**config.mk**
```make
export PLATFORM = sky130hd
export DESIGN_NAME = voice_allocator
export DESIGN_NICKNAME = d
export VERILOG_FILES = /design/src/rtl/voice_pkg.sv /design/src/rtl/voice_age_cmp.sv /design/src/rtl/voice_allocator.sv
export SDC_FILE = /design/constraint.sdc
export NUM_CORES = 1
export LEC_CHECK = 0
export CORE_MARGIN = 4
export CORE_UTILIZATION = 43
export CTS_CLUSTER_DIAMETER = 40
export DETAILED_ROUTE_END_ITERATION = 8
export HOLD_SLACK_MARGIN = 0.12
export PLACE_DENSITY = 0.67
export SYNTH_ARGS = -nofsm -noshare
export SYNTH_HDL_FRONTEND = slang
export SYNTH_HIERARCHICAL = 1
export SYNTH_SLANG_ARGS = --single-unit
```
**constraint.sdc**
```tcl
create_clock -name clk -period 5.7 [get_ports clk]
set_input_delay 1.14 -clock clk [delete_from_list [all_inputs] [get_ports clk]]
set_output_delay 1.14 -clock clk [all_outputs]
set_load 0.05 [all_outputs]
```
**src/rtl/voice_pkg.sv**
```systemverilog
// ============================================================================
// Module      : voice_pkg
// Description : Shared defaults and the voice record for the voice allocator.
// Revision    : 1.0 - initial release
// ============================================================================
`default_nettype none

package voice_pkg;

    localparam int DEF_NUM_KEYS   = 10;
    localparam int DEF_NUM_VOICES = 4;
    localparam int DEF_AGE_W      = 8;
    localparam int KEY_IDX_W      = 4;

    typedef struct packed {
        logic                 gate;
        logic [KEY_IDX_W-1:0] key;
        logic [DEF_AGE_W-1:0] age;
    } voice_t;

endpackage

`default_nettype wire

```
**src/rtl/voice_age_cmp.sv**
```systemverilog
// ============================================================================
// Module      : voice_age_cmp
// Description : Combinational oldest-voice selector; ties go to lowest index.
// Revision    : 1.0 - initial release
// ============================================================================
`default_nettype none

module voice_age_cmp
    import voice_pkg::*;
#(
    parameter int NUM_VOICES = DEF_NUM_VOICES,
    parameter int AGE_W      = DEF_AGE_W,
    parameter int VIDX_W     = 2
) (
    input  logic [NUM_VOICES-1:0][AGE_W-1:0] i_age,
    output logic [VIDX_W-1:0]                o_oldest
);

    logic [AGE_W-1:0] w_best;

    // Strict greater-than keeps the earliest voice on equal ages.
    always_comb begin
        w_best   = i_age[0];
        o_oldest = '0;
        for (int v = 1; v < NUM_VOICES; v++) begin
            if (i_age[v] > w_best) begin
                w_best   = i_age[v];
                o_oldest = v[VIDX_W-1:0];
            end
        end
    end

endmodule

`default_nettype wire

```
**src/rtl/voice_allocator.sv**
```systemverilog
// ============================================================================
// Module      : voice_allocator
// Description : Assigns held keys to a small pool of voices, one action/cycle.
//               Build macro VOICE_ALLOC_STEAL_EN enables oldest-voice stealing.
// Revision    : 1.0 - initial release
// ============================================================================
`default_nettype none

module voice_allocator
    import voice_pkg::*;
#(
    parameter int NUM_KEYS   = DEF_NUM_KEYS,
    parameter int NUM_VOICES = DEF_NUM_VOICES,
    parameter int AGE_W      = DEF_AGE_W
) (
    input  logic                            clk,
    input  logic                            rst,
    input  logic [NUM_KEYS-1:0]             i_note_in,
    input  logic                            i_tick,
    input  logic                            i_all_off,
    output logic [NUM_VOICES-1:0]           o_voice_gate,
    output logic [NUM_VOICES-1:0]           o_voice_start,
    output logic [NUM_VOICES*KEY_IDX_W-1:0] o_voice_key,
    output logic                            o_voices_full,
    output logic                            o_steal
);

    localparam int VIDX_W = (NUM_VOICES > 1) ? $clog2(NUM_VOICES) : 1;
    localparam logic [AGE_W-1:0] c_AGE_MAX = {AGE_W{1'b1}};

    logic [NUM_KEYS-1:0]                       r_note_q;
    logic [NUM_KEYS-1:0]                       r_held;
    logic [NUM_KEYS-1:0]                       r_served;
    logic [NUM_VOICES-1:0]                     r_gate;
    logic [NUM_VOICES-1:0][KEY_IDX_W-1:0]      r_key;
    logic [NUM_VOICES-1:0][AGE_W-1:0]          r_age;
    logic [NUM_VOICES-1:0]                     r_start;
    logic                                      r_full;
    logic                                      r_steal;

    logic [NUM_KEYS-1:0]                       w_held_nx;
    logic [NUM_KEYS-1:0]                       w_served_nx;
    logic [NUM_VOICES-1:0]                     w_gate_nx;
    logic [NUM_VOICES-1:0][KEY_IDX_W-1:0]      w_key_nx;
    logic [NUM_VOICES-1:0][AGE_W-1:0]          w_age_nx;
    logic [NUM_VOICES-1:0]                     w_start_nx;
    logic                                      w_steal_nx;

    logic [NUM_KEYS-1:0]                       w_rel_vec;
    logic [NUM_KEYS-1:0]                       w_prs_vec;
    logic                                      w_rel_found;
    logic [KEY_IDX_W-1:0]                      w_rel_key;
    logic                                      w_prs_found;
    logic [KEY_IDX_W-1:0]                      w_prs_key;
    logic                                      w_free_found;
    logic [VIDX_W-1:0]                         w_free_v;
    logic [VIDX_W-1:0]                         w_old_v;

    assign w_rel_vec = r_held & ~r_note_q;
    assign w_prs_vec = r_note_q & ~r_served;

`ifdef VOICE_ALLOC_STEAL_EN
    voice_age_cmp #(
        .NUM_VOICES (NUM_VOICES),
        .AGE_W      (AGE_W),
        .VIDX_W     (VIDX_W)
    ) u_age_cmp (
        .i_age    (r_age),
        .o_oldest (w_old_v)
    );
`else
    assign w_old_v = '0;
`endif

    // Lowest-index search: scan downward so the final hit is the lowest.
    always_comb begin
        w_rel_found  = 1'b0;
        w_rel_key    = '0;
        w_prs_found  = 1'b0;
        w_prs_key    = '0;
        w_free_found = 1'b0;
        w_free_v     = '0;
        for (int k = NUM_KEYS - 1; k >= 0; k--) begin
            if (w_rel_vec[k]) begin
                w_rel_found = 1'b1;
                w_rel_key   = k[KEY_IDX_W-1:0];
            end
            if (w_prs_vec[k]) begin
                w_prs_found = 1'b1;
                w_prs_key   = k[KEY_IDX_W-1:0];
            end
        end
        for (int v = NUM_VOICES - 1; v >= 0; v--) begin
            if (!r_gate[v]) begin
                w_free_found = 1'b1;
                w_free_v     = v[VIDX_W-1:0];
            end
        end
    end

    always_comb begin
        w_held_nx   = r_held;
        w_served_nx = r_served & (r_note_q | r_held);
        w_gate_nx   = r_gate;
        w_key_nx    = r_key;
        w_age_nx    = r_age;
        w_start_nx  = '0;
        w_steal_nx  = 1'b0;

        for (int v = 0; v < NUM_VOICES; v++) begin
            if (i_tick && r_gate[v] && (r_age[v] != c_AGE_MAX)) begin
                w_age_nx[v] = r_age[v] + 1'b1;
            end
        end

        if (i_all_off) begin
            w_gate_nx   = '0;
            w_held_nx   = '0;
            w_served_nx = '0;
        end else if (w_rel_found) begin
            for (int v = 0; v < NUM_VOICES; v++) begin
                if (r_gate[v] && (r_key[v] == w_rel_key)) begin
                    w_gate_nx[v] = 1'b0;
                end
            end
            w_held_nx[w_rel_key]   = 1'b0;
            w_served_nx[w_rel_key] = 1'b0;
        end else if (w_prs_found) begin
            if (w_free_found) begin
                w_gate_nx[w_free_v]  = 1'b1;
                w_key_nx[w_free_v]   = w_prs_key;
                w_age_nx[w_free_v]   = '0;
                w_start_nx[w_free_v] = 1'b1;
                w_held_nx[w_prs_key]   = 1'b1;
                w_served_nx[w_prs_key] = 1'b1;
            end
`ifdef VOICE_ALLOC_STEAL_EN
            else begin
                // The evicted key keeps served set so it is not re-requested.
                w_held_nx[r_key[w_old_v]] = 1'b0;
                w_key_nx[w_old_v]      = w_prs_key;
                w_age_nx[w_old_v]      = '0;
                w_start_nx[w_old_v]    = 1'b1;
                w_held_nx[w_prs_key]   = 1'b1;
                w_served_nx[w_prs_key] = 1'b1;
                w_steal_nx             = 1'b1;
            end
`endif
        end
    end

    always_ff @(posedge clk) begin
        if (rst) begin
            r_note_q <= '0;
            r_held   <= '0;
            r_served <= '0;
            r_gate   <= '0;
            r_key    <= '0;
            r_age    <= '0;
            r_start  <= '0;
            r_full   <= 1'b0;
            r_steal  <= 1'b0;
        end else begin
            r_note_q <= i_note_in;
            r_held   <= w_held_nx;
            r_served <= w_served_nx;
            r_gate   <= w_gate_nx;
            r_key    <= w_key_nx;
            r_age    <= w_age_nx;
            r_start  <= w_start_nx;
            r_full   <= &w_gate_nx;
            r_steal  <= w_steal_nx;
        end
    end

    assign o_voice_gate  = r_gate;
    assign o_voice_start = r_start;
    assign o_voice_key   = r_key;
    assign o_voices_full = r_full;
    assign o_steal       = r_steal;

endmodule

`default_nettype wire

```
==> impl_metrics.py, run 1 <==
metrics = {
    "layout": {
        "layout-drive-gt1-share_pct": 6.46,
        "area_growth_syn_to_layout_pct": 18.9,
        "final_common_cell": "dfxtp_1",
        "fin_area_mm2": 0.00310,
        "antennaDiodeCount": 0,
        "final_cell_mix": "dfxtp_1 (55), clkdlybuf4s50_1 (37), nand2_1 (27)",
        "final_cells": 400,
        "layout.nets": 339,
    },
    "power_and_ir_drop": {
        "internal_power_mw": 0.545,
        "combinationalPowerShare_pct": 18.4,
        "p_seq_share_pct": 53.5,
        "pwr-share-clk_pct": 28.1,
        "ir_drop_uv": 134,
        "leakagePower_nw": 1.10,
        "power_density_mw_per_mm2": 246,
        "swShare_pct": 28.6,
        "p_sw_mw": 0.219,
    },
    "clock_tree": {
        "htree_levels": 2,
        "clk_path_buf_depth": 2,
        "cts_hold_buf": 0,
        "cts_resized": 0,
        "post_cts_buffers": 0,
        "clockRootBuffer": "clkbuf_8",
        "clock_latency_ps": 300,
        "clk_pin_slew_ps": 90,
        "clock_sinks": 55,
        "cts_buffers": 5,
        "cts_tree": "done",
    },
    "yosys": {
        "synthesis.nets": 308,
        "syn_area_mm2": 0.00261,
        "ys_seq_area_share_pct": 42.2,
        "netlist.area_leader.share_pct": 42.2,
        "synth_seq_cells": 55,
        "async_flop_share_pct": 0,
        "synth-main-ff-cell": "dfxtp_1",
        "yosys_warnings": 6,
        "synthCells": 294,
        "yosys.area.top_type": "dfxtp_1",
        "avgSynthCellArea_um2": 8.88,
        "ys_types": 55,
        "synthTopCellsByArea": "dfxtp_1 (42%), nor2b_1 (5.0%), a21oi_1 (4.6%), mux2i_1 (4.6%), nand2b_1 (4.3%)",
        "synth_edf_count": 0,
    },
    "timing": {
        "slew_viol_final": 0,
        "min_period_ps": 2850,
        "finalCritPeriodShare_pct": 50.0,
        "hold_violations": 0,
        "fin_skew_ps": 6.09,
        "holdWs_ps": 465,
        "worstMarginPinSlew_ps": 1160,
        "fin_tns_setup_ps": 0,
        "max-slew-margin-rel_pct": 22.7,
        "rsz0062_at_grt": "false",
        "setup_viol": 0,
        "fmax_mhz": 351,
    },
    "floorplan": {
        "start_util_pct": 44.1,
        "core-area_mm2": 0.00592,
        "num_io_pins": 40,
        "die_x_um": 85.9,
        "core.rowCount": 28,
        "dieArea_mm2": 0.00738,
        "fp.dieH_um": 85.9,
    },
    "worst_hold_path": {
        "min_path_cells": 2,
        "hold_start": "r_served[2]",
        "hold_class": "register to register",
        "hold_path_end": "r_served[2]",
    },
    "setup_path": {
        "critPathRequiredTime_ps": 4560,
        "regToRegSetupSlack_ps": 2880,
        "arrival_ps": 1710,
        "start_kind": "register",
        "crit_buf_inv": 1,
        "critical_path.top_delay_family": "buffers and inverters",
        "cp_max_fo": 10,
        "reg2reg_from": "r_note_q[0]",
        "reg2reg_to": "o_voices_full",
        "crit_type": "register to output pin",
        "worst_setup_path_end_kind": "output pin",
        "cp_cell_sequence": "clkdlybuf4s50_1",
        "cp_slowest_stage_delay_ps": 880,
        "slowest_stage": "clkdlybuf4s50_1",
        "rr_worst_depth": 7,
    },
    "outcome": {
        "status": "finished, final reports clean",
    },
    "global_route": {
        "grt_pass1_wl_um": 10100,
        "antenna_found_initial": 0,
        "gr-total-overflow": 0,
        "grt_max_degree": 36,
        "grt_pass1_vias": 2036,
        "globalRouteTotalUtil_pct": 17.5,
    },
    "run": {
        "drv_cap": 0,
    },
    "drt": {
        "drtPass1Iterations": 4,
        "drc": 0,
        "drtIter0Drc": 199,
        "routed_via_density": 5.43,
        "dr_total_vias": 2170,
        "ant_nets": 0,
        "wl_um": 6170,
        "wl_per_cell_um": 15.4,
    },
    "placement": {
        "place_congestion": 0.852,
        "place_inst": 393,
        "place_area_mm2": 0.00302,
        "dp_hpwl_um": 4420,
        "io_buffers": 37,
    },
}
[layer usage]
| layer | share of wire (%) | global-route usage (%) | vias to the layer above |
|---|---|---|---|
| li1 | - | - | 1092 |
| met1 | 49 | 24.1 | 1021 |
| met2 | 46 | 28.0 | 49 |
| met3 | 3.9 | 2.79 | 8 |
| met4 | 1.3 | 5.47 | 0 |
| met5 | 0 | 0 | - |
[state kept, by name, summed over array words and instances (netlist names)]
name / cells
o_voice_gate: 4
o_voice_key: 16
o_voice_start: 4
o_voices_full: 1
r_held: 10
r_note_q: 10
r_served: 10
[cell type report]
type,instances,area [um2]
clock buffer,6,82.6
clock inverter,1,5.00
fill,589,2820
inverter,6,22.5
multi-input combinational,218,1410
sequential,55,1100
tap,75,93.8
timing repair buffer,39,385
[cells by family after synthesis]
logic type,synth area share [%]
XOR/XNOR,2.68
flip-flops,42.2
AO/OA/AOI/OAI,16.6
buffers and inverters,3.69
multiplexers,5.47
AND/OR/NAND/NOR,29.2
other,0.144
[through the flow]
step / power [mW] / util (%) / worst slack [ps]
final: 0.764 / 52.4 / 2850
after global routing: 0.799 / 52.4 / 2770
after CTS: 0.771 / 52.4 / 2840
after detailed placement: 0.557 / 50.9 / 2940
after global placement: 0.556 / 50.9 / 3000
after floorplan: 0.518 / - / 3480
[how the worst max path moves through the flow]
stage,startpoint,end,slack (ps),cells after the start
floorplan,i_all_off,r_held[0],3480,5
global placement,r_note_q[0],o_voices_full,3000,7
detailed placement,r_note_q[0],o_voices_full,2940,7
CTS,o_voice_gate[0],o_voice_gate[0],2840,1
global route,o_voice_gate[0],o_voice_gate[0],2770,1
finish,o_voice_gate[0],o_voice_gate[0],2850,1
[power groups by stage]
stage | clock network [mW] | registers [mW] | logic [mW]
6_report | 0.215 | 0.409 | 0.140
5_1_grt | 0.236 | 0.411 | 0.153
4_1_cts | 0.222 | 0.408 | 0.140
3_5_place_dp | 0 | 0.417 | 0.140
3_3_place_gp | 0 | 0.417 | 0.138
2_1_floorplan | 0 | 0.430 | 0.0878
[Yosys cell counts (all sizes together) (2+ instances only)]
cell,count
inv,6
nor2b,23
nand2,27
nor3,5
a21o,3
clkbuf,7
xnor2,7
o31a,2
nor3b,5
nor2,25
dfxtp,55
buf,8
and3,2
o211ai,5
nand3,8
a21oi,24
mux2i,12
mux2,2
nor4,3
nand4,4
and4,3
a31oi,3
o221ai,3
nand3b,3
o21ai,9
nand2b,18
[worst register-to-register path, delay by kind of cell (launching register included)]
kind	cells	cell delay, ps
AND/OR/NAND/NOR	4	1270
AO/OA/AOI/OAI	3	1010
flip-flops	1	430
Power figures use the tool's default switching activity.
==> run 2, diff against run 1 <==
- clock period: 5.7 -> 3 ns (I/O delays scaled with it)
==> run 2 against run 1 <==
Effect of this change: non-clock buffer count rose by 4; utilization rose by 0.57 points; clock-buffer cell count did not move; sequential cell count did not move; register-to-register slack got worse by 2400 ps; via count fell by 0.83%; final area rose by 1.1%; critical endpoint is now o_voices_full; largest cell class unchanged; largest power group unchanged.
==> impl_metrics.py, run 2 (same netlist as run 1, synthesis figures left out) <==
metrics = {
    "clock_tree": {
        "cts_tree": "done",
        "cts_hold_buf": 0,
        "clk_pin_slew_ps": 90,
        "clock_latency_ps": 310,
        "cts_buffers": 5,
        "clockRootBuffer": "clkbuf_8",
        "post_cts_buffers": 0,
        "cts_resized": 0,
        "clk_path_buf_depth": 2,
        "htree_levels": 2,
        "clock_sinks": 55,
    },
    "outcome": {
        "status": "finished, final reports clean",
    },
    "setup_path": {
        "start_kind": "register",
        "cp_slowest_stage_delay_ps": 370,
        "crit_type": "register to register",
        "slowest_stage": "a211oi_1",
        "worst_setup_path_end_kind": "register",
        "arrival_ps": 2690,
        "cp_cell_sequence": "nor2b_1 -> a311oi_1 -> a211oi_1 -> o31a_1 -> buf_4 -> xor2_1 -> o221ai_1 -> nor4_2",
        "critical_path.top_delay_family": "compound AO/OA/AOI/OAI gates",
        "critPathRequiredTime_ps": 3200,
        "crit_buf_inv": 1,
        "cp_max_fo": 6,
    },
    "layout": {
        "layout-drive-gt1-share_pct": 7.60,
        "antennaDiodeCount": 0,
        "layout.nets": 343,
        "final_cell_mix": "dfxtp_1 (55), clkdlybuf4s50_1 (37), nand2_1 (27)",
        "area_growth_syn_to_layout_pct": 20.2,
        "final_common_cell": "dfxtp_1",
        "largest_reg_flops": 16,
    },
    "global_route": {
        "antenna_found_initial": 0,
        "grt_max_degree": 34,
        "grt_pass1_vias": 2093,
        "grt_pass1_wl_um": 10200,
        "gr-total-overflow": 0,
        "globalRouteTotalUtil_pct": 17.5,
    },
    "timing": {
        "rsz0062_at_grt": "false",
        "hold_violations": 0,
        "max-slew-margin-rel_pct": 53.5,
        "finalCritPeriodShare_pct": 83.0,
        "fmax_mhz": 401,
        "fin_tns_setup_ps": 0,
        "fin_skew_ps": 15.3,
        "min_period_ps": 2490,
        "worstMarginPinSlew_ps": 693,
        "slew_viol_final": 0,
        "setup_viol": 0,
        "setup_slack_ps": 509,
    },
    "floorplan": {
        "num_io_pins": 40,
        "fp.dieH_um": 85.9,
        "start_util_pct": 44.1,
        "dieArea_mm2": 0.00738,
        "die_x_um": 85.9,
        "core.rowCount": 28,
        "core-area_mm2": 0.00592,
    },
    "drt": {
        "drc": 0,
        "drtIter0Drc": 164,
        "ant_nets": 0,
        "drtPass1Iterations": 4,
        "routed_via_density": 5.33,
        "wl_per_cell_um": 15.0,
        "wl_um": 6050,
        "dr_total_vias": 2152,
    },
    "run": {
        "drv_cap": 0,
    },
    "placement": {
        "dp_hpwl_um": 4480,
        "io_buffers": 37,
        "place_congestion": 0.820,
        "pre_cts_ws_ps": 556,
    },
    "worst_hold_path": {
        "hold_class": "register to register",
    },
    "power_and_ir_drop": {
        "ir_drop_uv": 241,
        "leakagePower_nw": 1.12,
        "power_density_mw_per_mm2": 468,
    },
}
## run 2: changes by cell type in the layout (fill, tap and decap cells not counted), sizes merged
cell / delta
inv: +1
buf: +4
clkinv: -1
## run 2: worst min-delay path: cells and delay by family (launching register included)
family | cells | cell delay, ps
flip-flops | 1 | 320
AND/OR/NAND/NOR | 1 | 50
AO/OA/AOI/OAI | 1 | 50
## run 2: path summary, 6_finish.rpt
check | depth (start not counted) | from | slack [ps] | end
worst max register to register | 8 | r_held[7] | 510 | o_voices_full
worst max-delay path | 8 | r_held[7] | 510 | o_voices_full
worst min register to register | 2 | r_served[1] | 450 | r_served[1]
worst min-delay path | 2 | r_served[1] | 450 | r_served[1]
## run 2: layout make-up
class                      count  area [um2]
clock inverter                 1        8.76
timing repair buffer          43         415
sequential                    55        1100
fill                         588        2780
multi-input combinational    218        1410
clock buffer                   6        82.6
tap                           75        93.8
inverter                       6        22.5
## run 2: where the power goes
part	leakage, nW	internal [mW]	switching (mW)	total (mW)
sequential	0.447	0.753	0.0235	0.776
clock	0.0477	0.186	0.230	0.416
combinational	0.630	0.110	0.166	0.275
total	1.12	1.05	0.419	1.47
## run 2: routing by layer
| metal | wire, um | part of all wire (%) | GRT usage, % |
|---|---|---|---|
| met3 | 227 | 3.8 | 2.50 |
| met4 | 49 | 0.81 | 6.62 |
| met5 | 0 | 0 | 0 |
| met2 | 2740 | 45 | 27.5 |
| met1 | 3030 | 50 | 24.2 |
## run 2: metrics by stage
step / hold slack, ps / util (%) / total power [mW] / cells / cell area, um2
after floorplan: 431 / - / 0.984 / 294 / 2610
after global placement: 438 / 51.4 / 1.07 / 397 / 3050
after detailed placement: 441 / 51.4 / 1.07 / 397 / 3050
after CTS: 455 / 53.0 / 1.48 / 404 / 3140
after global routing: 479 / 53.0 / 1.53 / 404 / 3140
final: 453 / 53.0 / 1.47 / 404 / 3140
==> run 3, diff against run 2 <==
- clock period: 3 -> 2.3 ns (I/O delays scaled with it)
==> run 3 against run 2 <==
Effect of this change: worst hold slack about the same; critical path type unchanged; first-iteration DRC count decreased by 32%; highest routed layer unchanged; sequential power increased by 31%; utilization increased by 5.5 points.
==> impl_metrics.py, run 3 (same netlist as run 1, synthesis figures left out) <==
metrics = {
    "placement": {
        "dp_hpwl_um": 4870,
        "io_buffers": 37,
        "place_area_mm2": 0.00319,
        "place_congestion": 0.836,
    },
    "setup_path": {
        "cp_max_fo": 5,
        "slowest_stage": "a221o_1",
        "cp_slowest_stage_delay_ps": 400,
        "path_common_cell": "buf_6",
        "start_kind": "register",
        "cp_cell_sequence": "nor2b_4 -> buf_6 -> nor4_4 -> nand4_4 -> a31oi_4 -> buf_6 -> nand2_1 -> a221o_1 -> nor4_2",
        "critPathRequiredTime_ps": 2510,
        "crit_type": "register to register",
        "worst_setup_path_end_kind": "register",
        "arrival_ps": 2430,
    },
    "floorplan": {
        "core-area_mm2": 0.00592,
        "fp.dieH_um": 85.9,
        "num_io_pins": 40,
        "start_util_pct": 44.1,
        "die_x_um": 85.9,
        "core.rowCount": 28,
        "dieArea_mm2": 0.00738,
    },
    "run": {
        "drv_cap": 0,
    },
    "power_and_ir_drop": {
        "power_density_mw_per_mm2": 630,
        "internal_power_mw": 1.61,
        "p_seq_share_pct": 46.6,
        "swShare_pct": 26.2,
        "leakagePower_nw": 1.28,
        "ir_drop_uv": 385,
        "p_sw_mw": 0.572,
        "combinationalPowerShare_pct": 19.2,
        "pwr-share-clk_pct": 34.2,
    },
    "global_route": {
        "grt_pass1_vias": 2146,
        "gr-total-overflow": 0,
        "grt_pass1_wl_um": 10600,
        "grt_max_degree": 20,
        "antenna_found_initial": 0,
        "globalRouteTotalUtil_pct": 18.4,
    },
    "layout": {
        "largest_reg_flops": 16,
        "fin_area_mm2": 0.00346,
        "post-route-util_pct": 58.5,
        "final_cell_mix": "dfxtp_1 (49), clkdlybuf4s50_1 (37), nand2_1 (27), buf_4 (27), nor2_1 (25)",
        "final_common_cell": "dfxtp_1",
        "layout.nets": 367,
        "fillCellCount": 571,
        "layout-drive-gt1-share_pct": 18.9,
        "antennaDiodeCount": 0,
        "area_growth_syn_to_layout_pct": 32.6,
    },
    "drt": {
        "wl_per_cell_um": 15.1,
        "wl_um": 6490,
        "drc": 0,
        "dr_total_vias": 2230,
        "ant_nets": 0,
        "drtIter0Drc": 112,
        "drtPass1Iterations": 4,
        "routed_via_density": 5.20,
    },
    "timing": {
        "fin_tns_setup_ps": 0,
        "hold_violations": 0,
        "slew_viol_final": 0,
        "min_period_ps": 2220,
        "fmax_mhz": 451,
        "worstMarginPinSlew_ps": 511,
        "setup_viol": 0,
        "max-slew-margin-rel_pct": 65.8,
        "finalCritPeriodShare_pct": 96.5,
        "fin_skew_ps": 11.7,
        "rsz0062_at_grt": "true",
    },
    "outcome": {
        "status": "finished, final reports clean",
    },
    "worst_hold_path": {
        "hold_class": "register to register",
    },
    "clock_tree": {
        "clk_path_buf_depth": 2,
        "cts_buffers": 5,
        "htree_levels": 2,
        "clockRootBuffer": "clkbuf_8",
        "clock_latency_ps": 310,
        "clock_sinks": 55,
        "clk_pin_slew_ps": 100,
        "cts_tree": "done",
        "cts_hold_buf": 0,
    },
}
==> run 3: final cells by class <==
| cell class | instances | area [um2] | share of cell area, % |
|---|---|---|---|
| clock buffers | 6 | 72.6 | 2.10 |
| well taps | 75 | 93.8 | 2.71 |
| repair buffers | 67 | 616 | 17.8 |
| inverters | 6 | 22.5 | 0.651 |
| clock inverters | 2 | 60.1 | 1.74 |
| multi-input cells | 218 | 1490 | 43.0 |
| flip-flops and latches | 55 | 1110 | 32.0 |
==> run 3: worst paths after layout <==
| path | slack (ps) | cells after the start | from | end |
|---|---|---|---|---|
| min | 450 | 2 | r_served[2] | r_served[2] |
| max | 80 | 9 | r_held[7] | o_voices_full |
| min reg2reg | 450 | 2 | r_served[2] | r_served[2] |
| max reg2reg | 80 | 9 | r_held[7] | o_voices_full |
==> run 3: routing by layer <==
metal	GRT usage, %	vias up	wire length, um
met5	0	-	0
met4	5.61	0	113
met3	3.17	9	290
met2	30.1	49	3040
met1	24.7	1024	3050
li1	-	1148	-
==> run 3: power groups by stage <==
stage / combinational, mW / sequential (mW) / clock [mW]
finish: 0.419 / 1.02 / 0.745
global route: 0.453 / 1.02 / 0.792
CTS: 0.395 / 1.01 / 0.759
detailed placement: 0.393 / 1.03 / 0
global placement: 0.390 / 1.03 / 0
floorplan: 0.218 / 1.07 / 0
==> run 3: what timing repair did <==
action,4_1_cts,5_1_grt
endpoints found under the setup margin,2,10
gates cloned,0,0
setup buffers,0,6
pin swaps,0,7
gates resized for setup,1,24
==> run 3: critical path: cells and delay by family (launching register included) <==
kind	cells	cell delay, ps
and+or+nand+nor	5	940
AOI/OAI and AO/OA	2	610
DFF	1	330
buffers and inverters	2	250
==> run 3: per-stage QoR <==
stage	power, mW	hold slack [ps]	worst slack [ps]	std cells
2_1_floorplan	1.28	431	187	294
3_3_place_gp	1.42	439	30.8	415
3_5_place_dp	1.43	441	-20.8	415
4_1_cts	2.17	455	2.99	423
5_1_grt	2.27	485	-37.3	429
6_report	2.18	453	81.0	429
